===== src/rtl/bf_encoder_if.sv =====
// rtl/bf_encoder_if.sv - handshake bundle between a byte source / word sink and bf_encoder
//
// Purpose: groups the source-byte stream, the packed-word stream and the status flags.
// Signals:
//   in_data[7:0], in_valid, in_last   source -> encoder, ASCII program bytes
//   in_ready                          encoder -> source, byte accepted this cycle
//   out_word[15:0], out_addr[N-3:0]   encoder -> sink, packed opcodes and word address
//   out_valid / out_ready             word handshake
//   done, err_unbalanced, err_overflow sticky status
// Modports: slave = encoder side, master = source/sink side.
interface bf_encoder_if #(
  parameter int N = 8
);
  logic [7:0]   in_data;
  logic         in_valid;
  logic         in_last;
  logic         in_ready;
  logic [15:0]  out_word;
  logic [N-3:0] out_addr;
  logic         out_valid;
  logic         out_ready;
  logic         done;
  logic         err_unbalanced;
  logic         err_overflow;

  modport slave (
    input  in_data, in_valid, in_last, out_ready,
    output in_ready, out_word, out_addr, out_valid, done, err_unbalanced, err_overflow
  );

  modport master (
    output in_data, in_valid, in_last, out_ready,
    input  in_ready, out_word, out_addr, out_valid, done, err_unbalanced, err_overflow
  );
endinterface


===== src/rtl/bf_encoder.sv =====
// rtl/bf_encoder.sv - packs a Brainfuck ASCII program into 16-bit words of 4-bit opcodes
//
// Purpose: accepts source bytes, maps the eight command characters to opcodes, packs four
// opcodes per word (first opcode in the top nibble), emits each full word with its address,
// terminates the program with 0xF halt/pad nibbles, and flags bracket mismatch or overflow.
// Ports:
//   clock  sole clock
//   reset  synchronous, active-high
//   bus    bf_encoder_if.slave (byte stream in, word stream out, done/error flags)
// Parameter N: log2 of program capacity in nibbles (legal N >= 4).
module bf_encoder #(
  parameter int N = 8
) (
  input  logic          clock,
  input  logic          reset,
  bf_encoder_if.slave   bus
);

  localparam logic [2:0] S_FILL  = 3'd0;
  localparam logic [2:0] S_EMIT  = 3'd1;
  localparam logic [2:0] S_FLUSH = 3'd2;
  localparam logic [2:0] S_DONE  = 3'd3;
  localparam logic [2:0] S_ERROR = 3'd4;

  localparam logic [3:0]   OP_OPEN  = 4'h6;
  localparam logic [3:0]   OP_CLOSE = 4'h7;
  localparam logic [N-1:0] NIB_MAX  = '1;
  localparam logic [N-1:0] ONE_N    = {{(N-1){1'b0}}, 1'b1};
  localparam logic [N-3:0] ONE_A    = {{(N-3){1'b0}}, 1'b1};

  logic [2:0]   state;
  logic [1:0]   slot;
  logic [N-1:0] nib_cnt;
  logic [N-1:0] depth;
  logic [15:0]  word;
  logic [N-3:0] addr;
  logic         last_seen;
  logic         err_unb;
  logic         err_ovf;

  logic         is_op;
  logic [3:0]   op;
  logic         accept;
  logic         bad_close;
  logic         no_room;
  logic         bad_end;
  logic [N-1:0] depth_next;
  logic [1:0]   slot_next;
  logic [15:0]  word_ins;
  logic [15:0]  pad_mask;

  always_comb begin
    is_op = 1'b1;
    op    = 4'hF;
    case (bus.in_data)
      8'h3E:   op = 4'h0;  // '>'
      8'h3C:   op = 4'h1;  // '<'
      8'h2B:   op = 4'h2;  // '+'
      8'h2D:   op = 4'h3;  // '-'
      8'h2E:   op = 4'h4;  // '.'
      8'h2C:   op = 4'h5;  // ','
      8'h5B:   op = 4'h6;  // '['
      8'h5D:   op = 4'h7;  // ']'
      default: is_op = 1'b0;
    endcase
  end

  always_comb begin
    accept    = (state == S_FILL) && bus.in_valid;
    bad_close = is_op && (op == OP_CLOSE) && (depth == '0);
    // Keep one nibble free so the halt always fits.
    no_room   = is_op && (nib_cnt == NIB_MAX);

    depth_next = depth;
    if (is_op && op == OP_OPEN) begin
      depth_next = depth + ONE_N;
    end else if (is_op && op == OP_CLOSE) begin
      depth_next = depth - ONE_N;
    end
    // Depth is judged after this byte's own bracket has been applied.
    bad_end = bus.in_last && (depth_next != '0);

    slot_next = is_op ? slot + 2'd1 : slot;

    word_ins = word;
    if (is_op) begin
      case (slot)
        2'd0:    word_ins[15:12] = op;
        2'd1:    word_ins[11:8]  = op;
        2'd2:    word_ins[7:4]   = op;
        default: word_ins[3:0]   = op;
      endcase
    end

    // Slots from slot_next upward receive the 0xF halt/pad nibble.
    case (slot_next)
      2'd0:    pad_mask = 16'hFFFF;
      2'd1:    pad_mask = 16'h0FFF;
      2'd2:    pad_mask = 16'h00FF;
      default: pad_mask = 16'h000F;
    endcase
  end

  always_ff @(posedge clock) begin
    if (reset) begin
      state     <= S_FILL;
      slot      <= 2'd0;
      nib_cnt   <= '0;
      depth     <= '0;
      word      <= 16'h0000;
      addr      <= '0;
      last_seen <= 1'b0;
      err_unb   <= 1'b0;
      err_ovf   <= 1'b0;
    end else begin
      case (state)
        S_FILL: begin
          if (accept) begin
            if (bad_close) begin
              state   <= S_ERROR;
              err_unb <= 1'b1;
            end else if (no_room) begin
              state   <= S_ERROR;
              err_ovf <= 1'b1;
            end else if (bad_end) begin
              // A word completed by this final byte is dropped with the error.
              state   <= S_ERROR;
              err_unb <= 1'b1;
            end else begin
              depth <= depth_next;
              if (is_op) begin
                word    <= word_ins;
                slot    <= slot_next;
                nib_cnt <= nib_cnt + ONE_N;
              end
              if (is_op && slot == 2'd3) begin
                state     <= S_EMIT;
                last_seen <= bus.in_last;
              end else if (bus.in_last) begin
                state <= S_FLUSH;
                word  <= word_ins | pad_mask;
              end
            end
          end
        end

        S_EMIT: begin
          if (bus.out_ready) begin
            addr <= addr + ONE_A;
            slot <= 2'd0;
            if (last_seen) begin
              // Program ended exactly on a word boundary: a full halt word follows.
              state <= S_FLUSH;
              word  <= 16'hFFFF;
            end else begin
              state <= S_FILL;
              word  <= 16'h0000;
            end
          end
        end

        S_FLUSH: begin
          if (bus.out_ready) begin
            state <= S_DONE;
          end
        end

        default: begin
          // DONE and ERROR hold until reset.
        end
      endcase
    end
  end

  assign bus.in_ready       = (state == S_FILL);
  assign bus.out_valid      = (state == S_EMIT) || (state == S_FLUSH);
  assign bus.out_word       = word;
  assign bus.out_addr       = addr;
  assign bus.done           = (state == S_DONE);
  assign bus.err_unbalanced = err_unb;
  assign bus.err_overflow   = err_ovf;

endmodule


===== src/flat_wrapper.sv =====
// flat-port wrapper written by rule: the top's interface ports become plain ports
module bf_encoder_flat 
#(
  parameter int N = 8
)
  (clock, reset, bus_in_data, bus_in_valid, bus_in_last, bus_out_ready, bus_in_ready, bus_out_word, bus_out_addr, bus_out_valid, bus_done, bus_err_unbalanced, bus_err_overflow);
  bf_encoder_if #(.N(N)) bus_i ();
  input  logic clock;
  input  logic reset;
  input wire logic [$bits(bus_i.in_data)-1:0] bus_in_data;
  input wire logic [$bits(bus_i.in_valid)-1:0] bus_in_valid;
  input wire logic [$bits(bus_i.in_last)-1:0] bus_in_last;
  input wire logic [$bits(bus_i.out_ready)-1:0] bus_out_ready;
  output wire logic [$bits(bus_i.in_ready)-1:0] bus_in_ready;
  output wire logic [$bits(bus_i.out_word)-1:0] bus_out_word;
  output wire logic [$bits(bus_i.out_addr)-1:0] bus_out_addr;
  output wire logic [$bits(bus_i.out_valid)-1:0] bus_out_valid;
  output wire logic [$bits(bus_i.done)-1:0] bus_done;
  output wire logic [$bits(bus_i.err_unbalanced)-1:0] bus_err_unbalanced;
  output wire logic [$bits(bus_i.err_overflow)-1:0] bus_err_overflow;
  assign bus_i.in_data = bus_in_data;
  assign bus_i.in_valid = bus_in_valid;
  assign bus_i.in_last = bus_in_last;
  assign bus_i.out_ready = bus_out_ready;
  assign bus_in_ready = bus_i.in_ready;
  assign bus_out_word = bus_i.out_word;
  assign bus_out_addr = bus_i.out_addr;
  assign bus_out_valid = bus_i.out_valid;
  assign bus_done = bus_i.done;
  assign bus_err_unbalanced = bus_i.err_unbalanced;
  assign bus_err_overflow = bus_i.err_overflow;
  bf_encoder #(.N(N)) u_core (.clock(clock), .reset(reset), .bus(bus_i));
endmodule

===== config.mk =====
export PLATFORM = sky130hd
export DESIGN_NAME = bf_encoder_flat
export DESIGN_NICKNAME = d
export VERILOG_FILES = /design/src/rtl/bf_encoder_if.sv /design/src/rtl/bf_encoder.sv /design/src/flat_wrapper.sv
export SDC_FILE = /design/constraint.sdc
export NUM_CORES = 1
export LEC_CHECK = 0
export BUFFER_PORTS_ARGS = -buffer_cell sky130_fd_sc_hd__buf_2
export CAP_MARGIN = 25
export CORE_MARGIN = 10
export CORE_UTILIZATION = 25
export CTS_BUF_LIST = sky130_fd_sc_hd__clkbuf_2 sky130_fd_sc_hd__clkbuf_4 sky130_fd_sc_hd__clkbuf_8
export DETAILED_ROUTE_END_ITERATION = 8
export HOLD_SLACK_MARGIN = 0.12
export SLEW_MARGIN = 20
export SYNTH_ARGS = -nofsm -noshare
export SYNTH_HDL_FRONTEND = slang
export SYNTH_SLANG_ARGS = --single-unit

===== constraint.sdc =====
create_clock -name clock -period 3.8 [get_ports clock]
set_input_delay 0.19 -clock clock [delete_from_list [all_inputs] [get_ports clock]]
set_output_delay 0.19 -clock clock [all_outputs]
set_load 0.005 [all_outputs]

; After elaboration in Yosys (flattened, before gate mapping)
; Cells that the tools add are included.
[totals]
reg_bits = 46
out_inout_bits = 27
wordCells = 114
[classes]
add_sub_neg = 5
n_eq_ne = 28
n_mux = 41
bitwise_logic = 4
reduce_logical = 27
[op_table]
columns = op, n
row1 = 2-to-1 mux 16 bit, 10
row2 = "equality test 8 x 6 -> 1 bit, second input constant", 6
row3 = one-hot mux 16 bit (3 select lines), 1
row4 = one-hot mux 16 bit (2 select lines), 1
row5 = one-hot mux 4 bit (8 select lines), 1
row6 = 2-to-1 mux 3 bit, 8
row7 = AND reduction 6 bit, 3
row8 = "adder 8 x 1 -> 8 bit, second input constant", 2
row9 = "equality test 8 x 7 -> 1 bit, second input constant", 2
row10 = 2-to-1 mux 2 bit, 8
row11 = 2-to-1 mux 4 bit, 4
row12 = 2-to-1 mux 8 bit, 2
row13 = bitwise OR 16 bit, 1
row14 = "!= test 2 bit, second input constant", 5
row15 = AND reduction 5 bit, 2
row16 = one-hot mux 3 bit (3 select lines), 1
row17 = "equality test 4 x 3 -> 1 bit, second input constant", 2
row18 = "equality test 8 bit, second input constant", 1
row19 = logical NOT 8 bit, 1
row20 = AND reduction 4 bit, 2
row21 = nonzero test 8 bit, 1
row22 = OR reduction 8 bit, 1
row23 = "subtractor 8 x 1 -> 8 bit, second input constant", 1
row24 = logical AND 1 bit, 7
row25 = 19 further kinds, 32

; Longest topological paths before layout
[depth]
ltp_word = 14
depth_mapped = 12

; Least setup slack after synthesis
; OpenSTA, ideal clock, no wires.
[synth_timing]
path_kind = flip-flop to flip-flop
from = register u_core.depth[2]
to = register u_core.nib_cnt[7]
setup_ns = 0.123
arrival_ns = 2.441
required_ns = 3.677
slack_ns = 1.235
path_stages_with_launch = 10
path_buffers = 1
synth_period_minus_slack_ns = 2.565
path_cell_list = dfxtp_1 buf_2 nand3_1 or3_1 a21o_1 xor2_1 and3_1 nand4_4 a2111oi_4 mux2_1
[synth_between]
elab_chain_len = 7
[synth_lines]
columns = item, line_no
row1 = from (decl), bf_encoder.sv:34  ; logic [N-1:0] depth;
row2 = from (signal assigned), bf_encoder.sv:130  ; depth <= depth_next;
row3 = subtractor 8 x 1 -> 8 bit, bf_encoder.sv:78  ; depth_next = depth - ONE_N;
row4 = 2-to-1 mux 8 bit, bf_encoder.sv:77  ; end else if (is_op && op == OP_CLOSE) begin
row5 = 2-to-1 mux 8 bit, bf_encoder.sv:75  ; if (is_op && op == OP_OPEN) begin
row6 = nonzero test 8 bit, bf_encoder.sv:81  ; bad_end = bus.in_last && (depth_next != '0);
row7 = logical AND 1 bit, bf_encoder.sv:81
row8 = NOT 1 bit (no source line), --
row9 = AND reduction 6 bit (no source line) *, --
row10 = to (signal assigned), bf_encoder.sv:134  ; nib_cnt <= nib_cnt + ONE_N;
row11 = to (decl), bf_encoder.sv:33  ; logic [N-1:0] nib_cnt;
; Every way passes the cells marked *; elsewhere a longest branch is shown, timed or not.
; A chain may end at the register's enable or synchronous reset.

; Worst setup path in the final report
[layout_timing]
from = register u_core.depth[2]
to = register u_core.slot[0]
[layout_between]
elab_chain_len = 7
[layout_lines]
columns = item, line_no
row1 = subtractor 8 x 1 -> 8 bit, bf_encoder.sv:78
row2 = 2-to-1 mux 8 bit, bf_encoder.sv:77
row3 = 2-to-1 mux 8 bit, bf_encoder.sv:75
row4 = nonzero test 8 bit, bf_encoder.sv:81
row5 = logical AND 1 bit, bf_encoder.sv:81
row6 = != test 2 bit (no source line), --
row7 = AND reduction 7 bit (no source line) *, --
row8 = to (signal assigned), bf_encoder.sv:133  ; slot <= slot_next;
row9 = to (decl), bf_encoder.sv:32  ; logic [1:0] slot;
; Marked as above.

==> flow_summary.yaml <==
status:
  run_status: "complete, no violations"
cts:
  post-cts-setup-buffers: 0
  cts_tree: "built"
  cts.clk_slew.worst_paths_ps: 100
  clk_lat_worst_skew_ps: 310
  clk_root_buffer_cell: "sky130_fd_sc_hd__clkbuf_8"
  h-tree-depth: 2
  cts-root-to-sink-buffers: 2
  cts_hold_repair.buffers: 0
  number_of_clock_buffers_inserted_by_tritoncts: 5
  tritoncts_num_sinks: 46
  cts-resized-gates: 0
global_route:
  grt_start_max_net_pins: 44
  groute.layer.met2.usage: 0.175
  grtUsageTotal: 0.107
  grt.met1_usage: 0.141
  antenna_found_initial: 0
  grt_most_used_layer: "met2"
  grt_remaining_overflow: 0
  met3_usage: 0.0215
  via_count_of_the_first_global_routing_pass: 3180
  grt_first_pass_wirelength_mm: 16.2
placement:
  port_buffers: 39
  final_replace_weighted_congestion: 0.881
  dpl.hpwl_mm: 7.30
  instance_area_at_placement_um2: 3620
synthesis:
  synthesis.area_um2: 3310
  ys.flop_type: "sky130_fd_sc_hd__dfxtp_1"
  gate_count_of_the_mapped_netlist: 401
  number_of_flops_mapped_to_enable_cells_by_yosys: 0
  synth.avg_cell_area_um2: 8.27
  synthArstFlopShare: 0
  synth_cell_type_count: 78
  yosys_register_bits: 46
  warning_count_from_the_yosys_run: 0
  synth.net_count: 422
  synth.yosys.seq_area_share: 0.278
route:
  drt_first_iter_violations: 305
  post_drt_via_cell_ratio: 5.47
  post-route-drc-count: 0
  routed_wl_mm: 9.99
  detail_route.wl_per_cell_um: 16.6
  via_count: 3295
  drt_first_pass_iters: 5
  final_antenna_net_count: 0
die:
  fp.dieH_um: 135
  die_area_um2: 18300
  design.portCount: 40
  placement_rows: 42
  floorplan.die.width_um: 135
  coreArea_um2: 13100
  floorplan.initialDensity: 0.252
worst_setup_path:
  setup.worst_path.start_class: "register"
  library_cell_contributing_the_largest_single_delay_on_the_critical_path: "sky130_fd_sc_hd__o31ai_2"
  cp_max_fo: 9
  worstPathRequired_ps: 4040
  crit_chain: "nand3_1 -> or3_1 -> a21oi_1 -> xnor2_1 -> nand3_1 -> o31ai_2 -> buf_4 -> nand4_1 -> mux2i_1"
  end_kind: "register"
  timing_worst_setup_path_type: "reg2reg"
  timing.critical_path.slowest_cell_delay_ps: 600
  arrival_ps: 3240
  crit_path_frequent_cell: "sky130_fd_sc_hd__nand3_1"
layout:
  num_antenna_cells: 0
  finalCoreUtilization: 0.282
  post_route_cell_area_um2: 3710
  nets: 446
  layout_commonest_cell: "sky130_fd_sc_hd__dfxtp_1"
  mostFrequentLayoutCells: "sky130_fd_sc_hd__dfxtp_1 (46), sky130_fd_sc_hd__buf_2 (39), sky130_fd_sc_hd__a21oi_1 (35)"
  drive_above_1_share: 0.188
  area_growth_pct: 11.9
power_and_ir_drop:
  ir_worst_vdd_uv: 278
  p_total_mw: 1.87
  power.density_cell_area_nw_per_um2: 505
  p_leak_nw: 1.36
job:
  cap_violations: 0
sta:
  timing.final.setup_violations: 0
  achievable-frequency_ghz: 0.333
  fin_setup_tns_ps: 0
  worstMarginPinSlew_ps: 836
  rsz0062_at_grt: "no"
  report.final.hold_viol_count: 0
  final.setup_skew_ps: 13.7
  fin_worst_hold_slack_ps: 281
  slew-limit-headroom: 0.443
  final_max_slew_viol_count: 0
  layout_worst_path_cycle_share: 0.790
  post-route-min-period_ps: 3000
worst_hold_path:
  min_path_type: "in2reg"
## kinds of logic (layout without fill, tap and decap cells)
group	Yosys count	after routing	share of synthesized area
buffers and inverters	41	66	0.0600
AOI/OAI and AO/OA	125	125	0.280
adders and majority gates	8	8	0.0302
DFF	46	46	0.278
and+or+nand+nor	162	162	0.289
xor gates and xnor gates	9	9	0.0294
muxes	10	10	0.0336
## metal layers
metal,vias up,routed length [um]
met3,8,490
li1,1586,-
met4,0,72
met5,-,0
met1,1599,4810
met2,102,4620
## synth_stat cells (all sizes together), types with 3 or more instances
cell type,n,area share
o32ai,3,0.0079
a21oi,35,0.053
nand2b,3,0.0057
and2,3,0.0057
and3b,3,0.0079
a22oi,3,0.0068
o31ai,10,0.024
or2,4,0.0083
a41o,5,0.015
a211oi,6,0.017
nand3,15,0.024
a21o,4,0.0091
nor3b,6,0.014
or3,7,0.013
nor2,29,0.034
o2111ai,4,0.011
nand2,35,0.040
mux2,6,0.022
ha,8,0.030
o41ai,3,0.0079
nand4,12,0.027
o21ai,13,0.020
a31o,3,0.0079
a31oi,8,0.020
or4,6,0.014
buf,15,0.031
nor2b,6,0.011
dfxtp,46,0.28
and3,7,0.015
nor4,8,0.020
nand3b,3,0.0068
nor3,7,0.014
xnor2,4,0.011
o311ai,3,0.0079
xor2,5,0.019
a221oi,4,0.011
clkbuf,11,0.012
mux2i,4,0.012
inv,15,0.017
## worst paths after layout
| check | from | end | slack (ps) | cells after the start |
|---|---|---|---|---|
| hold / removal | bus_in_last | u_core.last_seen$_SDFFE_PP0P_ | 280 | 3 |
| setup reg to reg | u_core.depth[2]$_SDFFE_PP0P_ | u_core.slot[0]$_SDFFE_PP0P_ | 800 | 9 |
| hold reg to reg | u_core.bus.out_word[7]$_SDFFE_PP0P_ | u_core.bus.out_word[7]$_SDFFE_PP0P_ | 470 | 2 |
| setup / recovery | u_core.depth[2]$_SDFFE_PP0P_ | u_core.slot[0]$_SDFFE_PP0P_ | 800 | 9 |
## report_power, final
group	leakage, nW	switching, mW	internal (mW)
clock	0.0486	0.182	0.138
sequential	0.375	0.0882	0.575
combinational	0.934	0.541	0.347
## sequential cells by signal, indices dropped and copies added (netlist names)
| register | cells |
|---|---|
| u_core.last_seen | 1 |
| u_core.depth | 8 |
| u_core.bus.out_word | 16 |
| u_core.bus.err_unbalanced | 1 |
| u_core.slot | 2 |
| u_core.state | 3 |
| u_core.bus.out_addr | 6 |
| u_core.bus.err_overflow | 1 |
| u_core.nib_cnt | 8 |
## stage by stage
stage	worst slack (ps)	instances
6_report	797	602
2_1_floorplan	1240	401
4_1_cts	851	602
5_1_grt	617	602
3_3_place_gp	871	594
3_5_place_dp	780	594
## critical path: cells and delay by family (launching register included)
kind	cells	cell delay, ps
DFF	1	540
buffers and inverters	1	270
muxes	1	210
xor gates and xnor gates	1	180
and+or+nand+nor	4	910
AOI/OAI and AO/OA	2	830
## final cells by class
cell class | count | area (um^2)
inverter | 15 | 56.3
multi-input combinational | 314 | 2190
fill | 1456 | 9430
sequential | 46 | 921
clock buffer | 6 | 76.3
clock inverter | 2 | 13.8
timing repair buffer | 43 | 225
tap | 176 | 220
No activity file was read; power rests on OpenSTA's default activity.
